[src/rtl/fifo_stream_reader_pkg.sv]
// Shared types for the FIFO stream reader: occupancy width and state encoding.
package fifo_stream_reader_pkg;

    localparam int OCC_WIDTH = 2;

    typedef enum logic [OCC_WIDTH-1:0] {
        OCC_EMPTY = 2'd0,
        OCC_ONE   = 2'd1,
        OCC_TWO   = 2'd2
    } occ_state_t;

endpackage

[src/rtl/fifo_stream_reader.sv]
// Read-side adapter turning a registered-output FIFO into a registered
// valid/ready stream. A 2-entry buffer (head + skid) absorbs the one-cycle
// read latency so the stream sustains one word per cycle under backpressure.
module fifo_stream_reader
    import fifo_stream_reader_pkg::*;
#(
    parameter int DATA_WIDTH = 32
) (
    input  logic                  clk,
    input  logic                  rst,
    input  logic [DATA_WIDTH-1:0] fifo_rd_data_i,
    input  logic                  fifo_empty_i,
    output logic                  fifo_rd_en_o,
    output logic [DATA_WIDTH-1:0] m_data_o,
    output logic                  m_valid_o,
    input  logic                  m_ready_i,
    output logic [OCC_WIDTH-1:0]  level_o
);

    if (DATA_WIDTH <= 0) begin : g_width_check
        $error("fifo_stream_reader: DATA_WIDTH must be greater than zero");
    end

    occ_state_t            occ;
    occ_state_t            occ_next;
    logic                  inflight;
    logic                  valid_q;
    logic [DATA_WIDTH-1:0] out_q;
    logic [DATA_WIDTH-1:0] skid_q;
    logic                  pop;
    logic [2:0]            occ_sum;
    logic [OCC_WIDTH-1:0]  occ_after_pop;

    // Next occupancy and read issue: only issue when the word landing next
    // cycle is guaranteed a free buffer slot, counting the one already in flight.
    always_comb begin
        pop           = valid_q & m_ready_i;
        occ_sum       = {1'b0, occ} + {2'b0, inflight} - {2'b0, pop};
        occ_after_pop = occ - {1'b0, pop};
        occ_next      = occ_state_t'(occ_sum[OCC_WIDTH-1:0]);
        fifo_rd_en_o  = ~rst & ~fifo_empty_i & (occ_sum <= 3'd1);
    end

    // Output buffer and occupancy FSM: skid advances on pop, a landing word
    // fills the head if the buffer drains this edge, otherwise the skid slot.
    always_ff @(posedge clk) begin
        if (rst) begin
            occ      <= OCC_EMPTY;
            inflight <= 1'b0;
            valid_q  <= 1'b0;
            out_q    <= '0;
            skid_q   <= '0;
        end else begin
            inflight <= fifo_rd_en_o;
            occ      <= occ_next;
            valid_q  <= (occ_next != OCC_EMPTY);
            if (pop && (occ == OCC_TWO)) begin
                out_q <= skid_q;
            end
            if (inflight) begin
                if (occ_after_pop == '0) begin
                    out_q <= fifo_rd_data_i;
                end else begin
                    skid_q <= fifo_rd_data_i;
                end
            end
        end
    end

    // Registered state drives the stream outputs directly.
    always_comb begin
        m_data_o  = out_q;
        m_valid_o = valid_q;
        level_o   = occ;
    end

endmodule
[config.mk]
export PLATFORM = sky130hd
export DESIGN_NAME = fifo_stream_reader
export DESIGN_NICKNAME = d
export VERILOG_FILES = /design/src/rtl/fifo_stream_reader_pkg.sv /design/src/rtl/fifo_stream_reader.sv
export SDC_FILE = /design/constraint.sdc
export NUM_CORES = 1
export LEC_CHECK = 0
export CELL_PAD_IN_SITES_DETAIL_PLACEMENT = 0
export CELL_PAD_IN_SITES_GLOBAL_PLACEMENT = 2
export CORE_MARGIN = 1
export CORE_UTILIZATION = 32
export DETAILED_ROUTE_END_ITERATION = 8
export PLACE_DENSITY = 0.9
export SKIP_CTS_REPAIR_TIMING = 1
export SLEW_MARGIN = 20
export SYNTH_ARGS = -nofsm -noshare
export SYNTH_HDL_FRONTEND = slang
export SYNTH_SLANG_ARGS = --single-unit
export TNS_END_PERCENT = 1
[constraint.sdc]
create_clock -name clk -period 3.5 [get_ports clk]
set_input_delay 0.525 -clock clk [delete_from_list [all_inputs] [get_ports clk]]
set_output_delay 0.525 -clock clk [all_outputs]
set_load 0.01 [all_outputs]
==> metrics.txt <==
# TYPE chip_impl_metric gauge
chip_impl_metric{name="report.final.slew_viol_count",unit=""} 0
chip_impl_info{name="critPathCaptureType",value="output pin"} 1
chip_impl_metric{name="syn-instance-count",unit=""} 346
chip_impl_metric{name="numPortBuffers",unit=""} 71
chip_impl_metric{name="overall_overflow_remaining_after_global_route",unit=""} 0
chip_impl_metric{name="detailedPlace.worstSlack",unit="ps"} -37.8
chip_impl_metric{name="detailedRoute.firstIterationViolations",unit=""} 150
chip_impl_metric{name="floorplan.core_area",unit="um2"} 9730
chip_impl_metric{name="insertion_delay",unit="ps"} 340
chip_impl_info{name="path_class",value="in2out"} 1
chip_impl_metric{name="placed_cells_incl_taps",unit=""} 527
chip_impl_metric{name="seq_cells_post_synth",unit=""} 68
chip_impl_info{name="critPathCapture",value="fifo_rd_en_o"} 1
chip_impl_metric{name="setup_viol",unit=""} 0
chip_impl_metric{name="route.antenna.remaining_nets",unit=""} 0
chip_impl_metric{name="power.ir.vdd_worst",unit="uV"} 225
chip_impl_metric{name="route.vias.total",unit=""} 2707
chip_impl_metric{name="total_length_of_routed_wires",unit="um"} 8130
chip_impl_metric{name="synth.yosys.seq_area_share",unit="%"} 42.7
chip_impl_metric{name="number_of_placed_i_o_pins",unit=""} 72
chip_impl_metric{name="antenna_violations_before_repair",unit=""} 0
chip_impl_metric{name="critPathArrivalTime",unit="ps"} 2610
chip_impl_metric{name="max_slew_margin",unit="%"} 49.2
chip_impl_metric{name="timing_worst_slew_pin_value",unit="ps"} 761
chip_impl_info{name="tritoncts_clock_tree",value="built"} 1
chip_impl_info{name="worst_setup_path_start_kind",value="input pin"} 1
chip_impl_metric{name="ctsLongestPathBuffers",unit=""} 2
chip_impl_info{name="worst_flop_to_flop_path_endpoint",value="m_valid_o"} 1
chip_impl_info{name="crit_start",value="m_ready_i"} 1
chip_impl_metric{name="post-synth-top-area-fraction",unit="%"} 42.7
chip_impl_metric{name="fillers",unit=""} 1002
chip_impl_metric{name="cts_buffers",unit=""} 9
chip_impl_metric{name="synth_edf_count",unit=""} 0
chip_impl_metric{name="grt_max_degree",unit=""} 51
chip_impl_info{name="timing.critical_path.max_delay_family",value="buffers and inverters"} 1
chip_impl_info{name="rsz0062_at_grt",value="no"} 1
chip_impl_metric{name="final.setup_skew",unit="ps"} 8.38
chip_impl_metric{name="grtUsageTotal",unit="%"} 16.3
chip_impl_metric{name="post_layout_nonfiller_instances",unit=""} 542
chip_impl_metric{name="worst-path-buf-inv",unit=""} 2
chip_impl_metric{name="synthesis.area",unit="um2"} 3190
chip_impl_metric{name="synth_area_per_cell",unit="um2"} 9.21
chip_impl_info{name="cpMostUsedCell",value="nand2_1"} 1
chip_impl_metric{name="number_of_h_tree_levels",unit=""} 3
chip_impl_info{name="run_status",value="completed"} 1
chip_impl_metric{name="die_height",unit="um"} 102
chip_impl_metric{name="flop_to_flop_setup_slack",unit="ps"} 1450
chip_impl_metric{name="avgViaCountPerCell",unit=""} 4.99
chip_impl_metric{name="hold_viol",unit=""} 0
chip_impl_metric{name="fp.dieArea",unit="um2"} 10400
chip_impl_info{name="highest-signal-layer",value="met4"} 1
chip_impl_metric{name="clock.fmax",unit="MHz"} 319
chip_impl_metric{name="cpPeakStageDelay",unit="ps"} 560
chip_impl_metric{name="fin_nets",unit=""} 443
chip_impl_metric{name="final_min_period_over_clock_period",unit="%"} 89.7
chip_impl_metric{name="post-route-worst-setup-slack",unit="ps"} 361
chip_impl_metric{name="row_count",unit=""} 36
chip_impl_metric{name="clkSlewWorstSetupHoldPaths",unit="ps"} 60
chip_impl_metric{name="globalplace.congestion",unit=""} 0.711
chip_impl_metric{name="hpwlAfterDp",unit="um"} 5120
chip_impl_metric{name="worstSetupPathDepth",unit=""} 8
chip_impl_info{name="hold_class",value="reg2reg"} 1
chip_impl_metric{name="ff_to_ff_path_depth",unit=""} 7
chip_impl_info{name="crit_path_cell_trace",value="clkdlybuf4s50_1 > nand2_1 > or2_2 > nand2_1 > ha_1 > fa_1 > nor4_1 > dlymetal6s2s_1"} 1
chip_impl_metric{name="synthDistinctLibCells",unit=""} 23
chip_impl_info{name="synth_top_flop_cell",value="dfxtp_1"} 1
chip_impl_metric{name="wl_per_cell",unit="um"} 15.0
chip_impl_info{name="clockRootBuffer",value="clkbuf_8"} 1
chip_impl_metric{name="final_layout_size_suffix_gt1_share",unit="%"} 7.58
chip_impl_metric{name="wl_met1",unit="um"} 3910
chip_impl_metric{name="synth-warning-count",unit=""} 0
chip_impl_metric{name="area_growth_syn_to_layout",unit="%"} 31.4
chip_impl_metric{name="maxCapViolations",unit=""} 0
chip_impl_metric{name="tritoncts_num_sinks",unit=""} 68
chip_impl_metric{name="p_leak",unit="nW"} 1.65
chip_impl_metric{name="finalCriticalPeriod",unit="ps"} 3140
chip_impl_metric{name="wl_met3",unit="um"} 303
chip_impl_info{name="yosysMostFrequentCell",value="dfxtp_1"} 1
chip_impl_metric{name="detailedRoute.firstPassIterationCount",unit=""} 4
chip_impl_metric{name="required_time_at_the_endpoint_of_the_critical_path",unit="ps"} 2970
chip_impl_metric{name="fp.dieW",unit="um"} 102
chip_impl_metric{name="synth_async_sr_flop_share",unit="%"} 0
chip_impl_metric{name="floorplan.initialDensity",unit="%"} 32.8
chip_impl_metric{name="antenna_diode_instance_count",unit=""} 0
chip_impl_metric{name="number_of_global_route_vias_before_repair",unit=""} 2567
chip_impl_info{name="yosys.area.top_type",value="dfxtp_1"} 1
chip_impl_info{name="most_common_library_cells_after_synthesis",value="68 x dfxtp_1, 67 x nand2_1, 64 x mux2i_1"} 1
chip_impl_info{name="ys_top_cells_by_area",value="dfxtp_1 43%, mux2i_1 20%, o41ai_1 8.8%, nand2_1 7.9%, nand2b_1 6.3%"} 1
chip_impl_info{name="timing.critical_path.slowest_stage_cell",value="clkdlybuf4s50_1"} 1
chip_impl_info{name="rr_startpoint",value="m_valid_o"} 1
chip_impl_metric{name="met2WireLength",unit="um"} 3810
chip_impl_metric{name="critical_path.max_fanout",unit=""} 4
chip_impl_metric{name="grt_first_pass_wirelength",unit="um"} 12800
chip_impl_metric{name="remaining_drc_errors",unit=""} 0
chip_impl_metric{name="fin_util",unit="%"} 43.1
chip_impl_metric{name="power-per-cell-area",unit="nW/um2"} 665
chip_impl_metric{name="mappedNetlistNets",unit=""} 384
==> worst min-delay path by stage <==
stage,startpoint,endpoint,slack [ps],depth (start not counted)
2_1_floorplan,skid_q[0],skid_q[0],430,2
3_3_place_gp,skid_q[16],skid_q[16],440,2
3_5_place_dp,skid_q[10],skid_q[10],450,2
4_1_cts,skid_q[10],skid_q[10],460,2
5_1_grt,skid_q[22],skid_q[22],480,2
6_report,skid_q[31],skid_q[31],460,2
==> layout make-up <==
type	instances	area, um2	share of cell area [%]
timing repair buffer	83	816	19.5
clock buffer	13	159	3.79
sequential	68	1360	32.5
multi-input combinational	241	1670	39.8
tap	133	166	3.97
clock inverter	2	10.0	0.239
inverter	2	7.51	0.179
==> tightest hold or removal path: stages, from the launching register on <==
cell and delay, ps:
dfxtp_1 310, nand2_1 50, mux2i_1 50
==> logic make-up (layout without fill, tap and decap cells) <==
| family | after synthesis | after routing | synth area share (%) |
|---|---|---|---|
| AND/OR/NAND/NOR | 108 | 108 | 16.2 |
| flip-flops | 68 | 68 | 42.7 |
| AO/OA/AOI/OAI | 66 | 66 | 14.3 |
| multiplexers | 64 | 64 | 20.1 |
| buffers and inverters | 37 | 100 | 5.34 |
| adder cells (fa/ha/maj) | 2 | 2 | 1.02 |
| XOR/XNOR | 1 | 1 | 0.275 |
==> cells in the final DEF (no fill, tap or decap), types with 2 or more instances in the layout <==
cell type,instances
o41ai_1,32
nand2_1,67
dfxtp_1,67
nor2b_1,2
or2_2,2
clkinv_2,2
buf_4,11
clkbuf_8,11
clkdlybuf4s50_1,70
clkbuf_1,2
nand2b_1,32
a21oi_1,32
nor4_1,2
mux2i_1,64
==> report_power, final <==
group / leakage, nW / internal, W / switching [W] / total [W]
registers: 0.553 / 0.000968 / 0.000113 / 0.00108
logic: 1.01 / 0.000543 / 0.000588 / 0.00113
clock network: 0.0893 / 0.000291 / 0.000283 / 0.000574
==> registers in the layout, summed over array words and instances, names as in the netlist <==
name	flops
m_data_o	32
skid_q	32
level_o	2
inflight	1
m_valid_o	1
==> stage by stage <==
stage | power [W] | TNS, ps | area [um2] | hold WS [ps]
floorplan | 0.00173 | 0 | 3190 | 434
global placement | 0.00222 | 0 | 4020 | 441
detailed placement | 0.00224 | -37.8 | 4020 | 452
CTS | 0.00282 | -41.4 | 4190 | 463
global route | 0.00296 | 0 | 4190 | 480
finish | 0.00279 | 0 | 4190 | 458
==> per-layer routing <==
metal  up-vias  global-route usage [%]
li1       1340                       -
met4         0                    6.35
met5         -                       0
met1      1311                    20.3
met2        48                    27.4
met3         8                    3.59
Note: power is estimated with default switching activity, not from simulation.
